[src/rtl/issue_sched.sv]
// issue_sched: issue-stage scoreboard with hazard stalls and a fixed-latency
// writeback slot pipeline driving the register-file write port.
module issue_sched #(
    parameter int ALU_LAT = 2,
    parameter int LD_LAT  = 4,
    parameter int ST_LAT  = 3
) (
    input  logic        clk,
    input  logic        reset,
    input  logic        id_valid,
    input  logic        id_rd_a_en,
    input  logic [4:0]  id_rd_a,
    input  logic        id_rd_b_en,
    input  logic [4:0]  id_rd_b,
    input  logic        id_wr_en,
    input  logic [4:0]  id_wr_addr,
    input  logic        id_mem_en,
    input  logic        id_mem_wr,
    input  logic        flush,
    output logic        id_ready,
    output logic        issue,
    output logic        wb_en,
    output logic [4:0]  wb_addr,
    output logic        wb_from_mem,
    output logic        mem_busy,
    output logic [31:0] pend_vec
);
    localparam int D    = LD_LAT;
    localparam int MAXL = (LD_LAT > ST_LAT) ? LD_LAT : ST_LAT;
    localparam int MW   = (MAXL > 1) ? $clog2(MAXL) : 1;

    logic [31:0]       r_pend;
    logic [D-1:0]      r_slot_v;
    logic [D-1:0][4:0] r_slot_a;
    logic [D-1:0]      r_slot_m;
    logic [MW-1:0]     r_memcnt;

    logic              w_is_ld;
    logic              w_wr;
    logic              w_raw;
    logic              w_waw;
    logic              w_port;
    logic              w_mem;
    logic              w_issue_wr;
    logic [D-1:0]      w_nv;
    logic [D-1:0][4:0] w_na;
    logic [D-1:0]      w_nm;
    logic [31:0]       w_clr;
    logic [31:0]       w_set;
    logic [MW-1:0]     w_memcnt;

    // A store never writes a register, whatever id_wr_en says.
    assign w_is_ld    = id_mem_en & ~id_mem_wr;
    assign w_wr       = id_wr_en & ~(id_mem_en & id_mem_wr);
    assign w_raw      = (id_rd_a_en & r_pend[id_rd_a]) | (id_rd_b_en & r_pend[id_rd_b]);
    assign w_waw      = w_wr & r_pend[id_wr_addr];
    // A load lands in slot[D], which is always empty, so only ALU writes can collide.
    assign w_port     = w_wr & ~w_is_ld & r_slot_v[ALU_LAT];
    assign w_mem      = id_mem_en & (r_memcnt != '0);
    assign id_ready   = ~(w_raw | w_waw | w_port | w_mem);
    assign issue      = id_valid & id_ready & ~flush;
    assign w_issue_wr = issue & w_wr;

    always_comb begin
        w_nv = '0;
        w_na = '0;
        w_nm = '0;
        for (int i = 0; i < D - 1; i++) begin
            w_nv[i] = r_slot_v[i+1];
            w_na[i] = r_slot_a[i+1];
            w_nm[i] = r_slot_m[i+1];
        end
        if (w_issue_wr && w_is_ld) begin
            w_nv[D-1] = 1'b1;
            w_na[D-1] = id_wr_addr;
            w_nm[D-1] = 1'b1;
        end else if (w_issue_wr) begin
            w_nv[ALU_LAT-1] = 1'b1;
            w_na[ALU_LAT-1] = id_wr_addr;
            w_nm[ALU_LAT-1] = 1'b0;
        end
    end

    assign w_clr    = r_slot_v[0] ? (32'd1 << r_slot_a[0]) : 32'd0;
    assign w_set    = w_issue_wr ? (32'd1 << id_wr_addr) : 32'd0;
    assign w_memcnt = (issue & id_mem_en) ? (id_mem_wr ? MW'(ST_LAT - 1) : MW'(LD_LAT - 1))
                    : (r_memcnt != '0) ? r_memcnt - 1'b1 : r_memcnt;

    always_ff @(posedge clk or posedge reset) begin
        if (reset) begin
            r_pend   <= '0;
            r_slot_v <= '0;
            r_slot_a <= '0;
            r_slot_m <= '0;
            r_memcnt <= '0;
        end else if (flush) begin
            r_pend   <= '0;
            r_slot_v <= '0;
            r_slot_a <= '0;
            r_slot_m <= '0;
            r_memcnt <= '0;
        end else begin
            r_pend   <= (r_pend & ~w_clr) | w_set;
            r_slot_v <= w_nv;
            r_slot_a <= w_na;
            r_slot_m <= w_nm;
            r_memcnt <= w_memcnt;
        end
    end

    assign wb_en       = r_slot_v[0];
    assign wb_addr     = r_slot_a[0];
    assign wb_from_mem = r_slot_m[0];
    assign mem_busy    = (r_memcnt != '0);
    assign pend_vec    = r_pend;
endmodule

[config.mk]
export PLATFORM = sky130hd
export DESIGN_NAME = issue_sched
export DESIGN_NICKNAME = d
export VERILOG_FILES = /design/src/rtl/issue_sched.sv
export SDC_FILE = /design/constraint.sdc
export NUM_CORES = 1
export LEC_CHECK = 0
export BUFFER_PORTS_ARGS = -buffer_cell sky130_fd_sc_hd__buf_2
export CORE_ASPECT_RATIO = 1.4
export CORE_MARGIN = 1.5
export CORE_UTILIZATION = 48
export CTS_BUF_LIST = sky130_fd_sc_hd__clkbuf_4
export DETAILED_ROUTE_END_ITERATION = 12
export PLACE_DENSITY_LB_ADDON = 0.15
export SYNTH_ARGS = -nofsm -noshare
export SYNTH_HDL_FRONTEND = slang
export SYNTH_SLANG_ARGS = --single-unit
[constraint.sdc]
create_clock -name clk -period 2.25 [get_ports clk]
set_clock_uncertainty 0.1 [all_clocks]
set_input_delay 0.1125 -clock clk [delete_from_list [all_inputs] [get_ports clk]]
set_output_delay 0.1125 -clock clk [all_outputs]
set_load 0.05 [all_outputs]
==> results.txt <==
----------------------------------------------------
[Detailed routing]
  Wire length reported by the detailed router ... 11,200 um
  Via/cell ratio ... 6.23
  Iteration-0 DRC Markers ... 318
  Number of vias after detailed routing ... 3,344
  Routed length per instance ... 20.9 um
  Detailed-routing iteration count for the pre-antenna-repair pass ... 5
  Remaining design rule violation count ... 0
  Number of nets with antenna violations after detailed routing ... 0

[Floorplanning]
  Die width ... 75.4 um
  Number of placement rows ... 36
  Die Ht ... 104 um
  Effective utilization at floorplan ... 50.2%
  # IOs ... 66
  Die Area ... 7880 um2
  Placeable core region ... 7030 um2

[Final layout]
  Share of cells above drive strength 1 ... 54.1%
  Ant. Diodes ... 0
  Number of nets at the end of the flow ... 462
  Utilization after layout ... 70.6%
  Synth-to-Final Area Change ... 40.7%
  Finished Layout Cells ... 537

[STA]
  Post-Route Hold Slack ... -5.70 ps
  Number of hold-slack violations in the final timing report ... 2
  Final setup violation count ... 48
  Fraction of the cycle the final worst path needs ... 132%
  Maximum achievable frequency ... 338 MHz
  Final period demand of the worst path ... 2960 ps
  Headroom to the max-slew limit ... 50.2%
  Unrepaired setup endpoints after global routing ... yes
  Final Max Slew Viols ... 0
  Actual transition at the worst max-transition pin ... 747 ps
  Final worst slack ... -712 ps

[Worst setup path]
  Critical Path Start ... pend_vec[15]
  Worst Setup Path Type ... reg -> out
  Crit path top cell by count ... sky130_fd_sc_hd__mux4_2
  Critical path buffer and inverter count ... 3
  CP max stage cell ... sky130_fd_sc_hd__mux4_2
  Critical path, cell by cell ... mux4_2 > mux4_2 > nand2b_4 > nand4_1 > and4b_4 > nand2_4 > buf_12 > clkinv_4 > buf_8
  Data arrival time of the worst path ... 2750 ps
  Critical path endpoint category ... primary output
  Crit-path max cell delay ... 480 ps
  Critical Path Fanout Max ... 3
  Worst Path Required ... 2040 ps
  Slack of the worst reg-to-reg path ... -600 ps
  Startpoint of the worst-slack reg-to-reg timing path ... pend_vec[15]
  Family with the most delay on the worst path ... multiplexers
  Crit start category ... flop

[Global route]
  Number of global-route vias before repair ... 3,320
  All-layer global routing usage ... 29.9%
  Initial antenna violation count ... 0
  Maximum number of pins on one net before global-route repair ... 61
  First-pass GRT wire length ... 17,100 um
  Sum of overflow across all layers after global routing ... 0

[Clocking]
  Number of clock sinks ... 60
  Latest clock arrival within the worst-skew pair ... 440 ps
  Clock edge transition at the registers on the reported setup and hold paths ... 110 ps
  Cell at the root of the clock tree ... sky130_fd_sc_hd__clkbuf_4
  Number of buffers created by CTS ... 9
  Maximum number of buffers from clock root to sink ... 2
  TritonCTS clock tree ... done
  H-tree lvl count ... 3

[Synthesis]
  Cells after Synth ... 325
  Warning count from the yosys run ... 0
  Register bit total from synthesis ... 60
  Sequential share of the synthesized area ... 42.6%
  Main synth FF type ... sky130_fd_sc_hd__dfrtp_1
  Mapped Nets ... 350
  Synthesized area ... 3530 um2
  Number of different library cells in the post-synthesis netlist ... 44
  Avg Cell Area, Syn ... 10.9 um2
  EDFF count, synth ... 0
  Fraction of synthesis flops using an asynchronous set or reset pin ... 100%

[Placed design]
  Gp weighted congestion ... 0.905
  Number of placed cells counting well taps ... 509
  Number of input and output port buffers inserted ... 65
  Placed wire-length estimate ... 7870 um

[Pwr]
  Leakage power summed over all cells ... 0.00223 uW
  Worst vdd ir ... 0.501 mV
  Ratio of total power to cell area ... 505 nW/um2

[Status]
  Violations in the final reports ... hold timing, setup timing
  Run status ... finished, violations left

[Job]
  Max-cap violations ... 0

[Hold path]
  HP Class ... in -> reg
  Min-Delay Startpoint ... flush

----------------------------------------------------
==> cells in the mapped netlist, types with 6 or more instances <==
cell	instances	area share (%)
sky130_fd_sc_hd__dfrtp_1	60	43
sky130_fd_sc_hd__o31ai_1	32	6.8
sky130_fd_sc_hd__nand3_1	26	3.7
sky130_fd_sc_hd__mux4_2	23	15
sky130_fd_sc_hd__nand2_1	21	2.2
sky130_fd_sc_hd__clkbuf_1	19	2.0
sky130_fd_sc_hd__nor2b_1	18	3.2
sky130_fd_sc_hd__o211ai_1	16	3.4
sky130_fd_sc_hd__inv_1	11	1.2
sky130_fd_sc_hd__mux2i_1	10	2.8
sky130_fd_sc_hd__nand2b_1	8	1.4
sky130_fd_sc_hd__nor2_1	7	0.75
sky130_fd_sc_hd__o21ai_0	7	0.99
sky130_fd_sc_hd__nand3b_1	6	1.3
sky130_fd_sc_hd__o311ai_0	6	1.5
==> flip-flops by register name (all words and copies together) (netlist names) <==
register	flops
r_slot_a	15
r_memcnt	2
r_slot_v	2
wb_addr	5
pend_vec	32
r_slot_m	4
==> stage by stage <==
step	total power, uW	setup WS, ps	area, um2	hold WS, ps	setup TNS [ps]
final	2500	-712	4960	-5.70	-23040
after detailed placement	1620	-465	4330	268	-15560
after global placement	1620	-388	4330	261	-13760
after global routing	2610	-792	4960	5.18	-27110
after CTS	2460	-703	4850	6.45	-22320
after floorplan	1470	-501	3600	89.6	-18390
==> power by group <==
part / switching [uW] / total [uW] / internal, uW
Combinational: 378 / 632 / 254
Sequential: 11.8 / 1110 / 1100
Clock: 403 / 761 / 358
==> cells by family after synthesis <==
family                     count (synthesis)  synth area share (%)
muxes                                     34                  17.8
and+or+nand+nor                          106                  16.7
buffers and inverters                     45                  6.10
DFF                                       60                  42.6
AOI/OAI and AO/OA                         79                  16.5
adders and majority gates                  1                 0.355
==> cell usage in the layout, fill, tap and decap left out, types with 2 or more instances in the layout <==
cell type / instances
sky130_fd_sc_hd__nor4b_4: 4
sky130_fd_sc_hd__clkinv_2: 3
sky130_fd_sc_hd__a211o_1: 2
sky130_fd_sc_hd__o211ai_1: 16
sky130_fd_sc_hd__nor2_1: 7
sky130_fd_sc_hd__buf_12: 6
sky130_fd_sc_hd__nand3b_1: 6
sky130_fd_sc_hd__buf_4: 54
sky130_fd_sc_hd__dlygate4sd3_1: 6
sky130_fd_sc_hd__o311ai_0: 5
sky130_fd_sc_hd__o31ai_1: 3
sky130_fd_sc_hd__mux2i_1: 10
sky130_fd_sc_hd__dfrtp_1: 38
sky130_fd_sc_hd__dfrtp_2: 22
sky130_fd_sc_hd__nand2b_1: 7
sky130_fd_sc_hd__a21oi_1: 5
sky130_fd_sc_hd__nand3_1: 26
sky130_fd_sc_hd__and2_1: 3
sky130_fd_sc_hd__o31ai_2: 23
sky130_fd_sc_hd__buf_6: 3
sky130_fd_sc_hd__o31ai_4: 6
sky130_fd_sc_hd__buf_8: 2
sky130_fd_sc_hd__buf_2: 63
sky130_fd_sc_hd__mux4_2: 23
sky130_fd_sc_hd__nand4_1: 4
sky130_fd_sc_hd__o21ai_2: 4
sky130_fd_sc_hd__nand2_1: 20
sky130_fd_sc_hd__inv_1: 9
sky130_fd_sc_hd__nor2b_1: 18
sky130_fd_sc_hd__o21ai_0: 2
sky130_fd_sc_hd__clkbuf_4: 11
==> routing by layer <==
layer  global-route usage [%]  share of wire [%]  vias to the layer above
li1                         -                  -                     1466
met1                     34.5                 37                     1664
met2                     49.3                 53                      173
met3                     6.30                5.6                       41
met4                     17.3                4.6                        0
met5                        0                  0                        -
==> what timing repair did <==
action                     in CTS  in global routing
gates cloned                    0                  1
gates resized for setup        55                 22
hold endpoints to repair       68                  0
buffers inserted                6                  4
hold buffers                    6                  0
setup endpoints to repair      48                 48
pin swaps                       3                  7
==> final cells by class <==
class / instances / area (um2)
clock inverters: 5 / 52.6
fillers: 512 / 2070
clock buffers: 11 / 82.6
repair buffers: 135 / 990
multi-input cells: 220 / 2140
flip-flops and latches: 60 / 1530
inverters: 11 / 46.3
well taps: 95 / 119
==> final timing paths <==
| check | to | cells after the start |
|---|---|---|
| max in group asynchronous | pend_vec[28] | 4 |
| setup reg to reg | r_slot_a[16] | 10 |
| hold reg to reg | r_slot_a[12] | 1 |
| hold / removal | wb_addr[0] | 2 |
| setup / recovery | issue | 9 |
| min in group asynchronous | r_slot_a[13] | 4 |
Power figures use the tool's default switching activity.
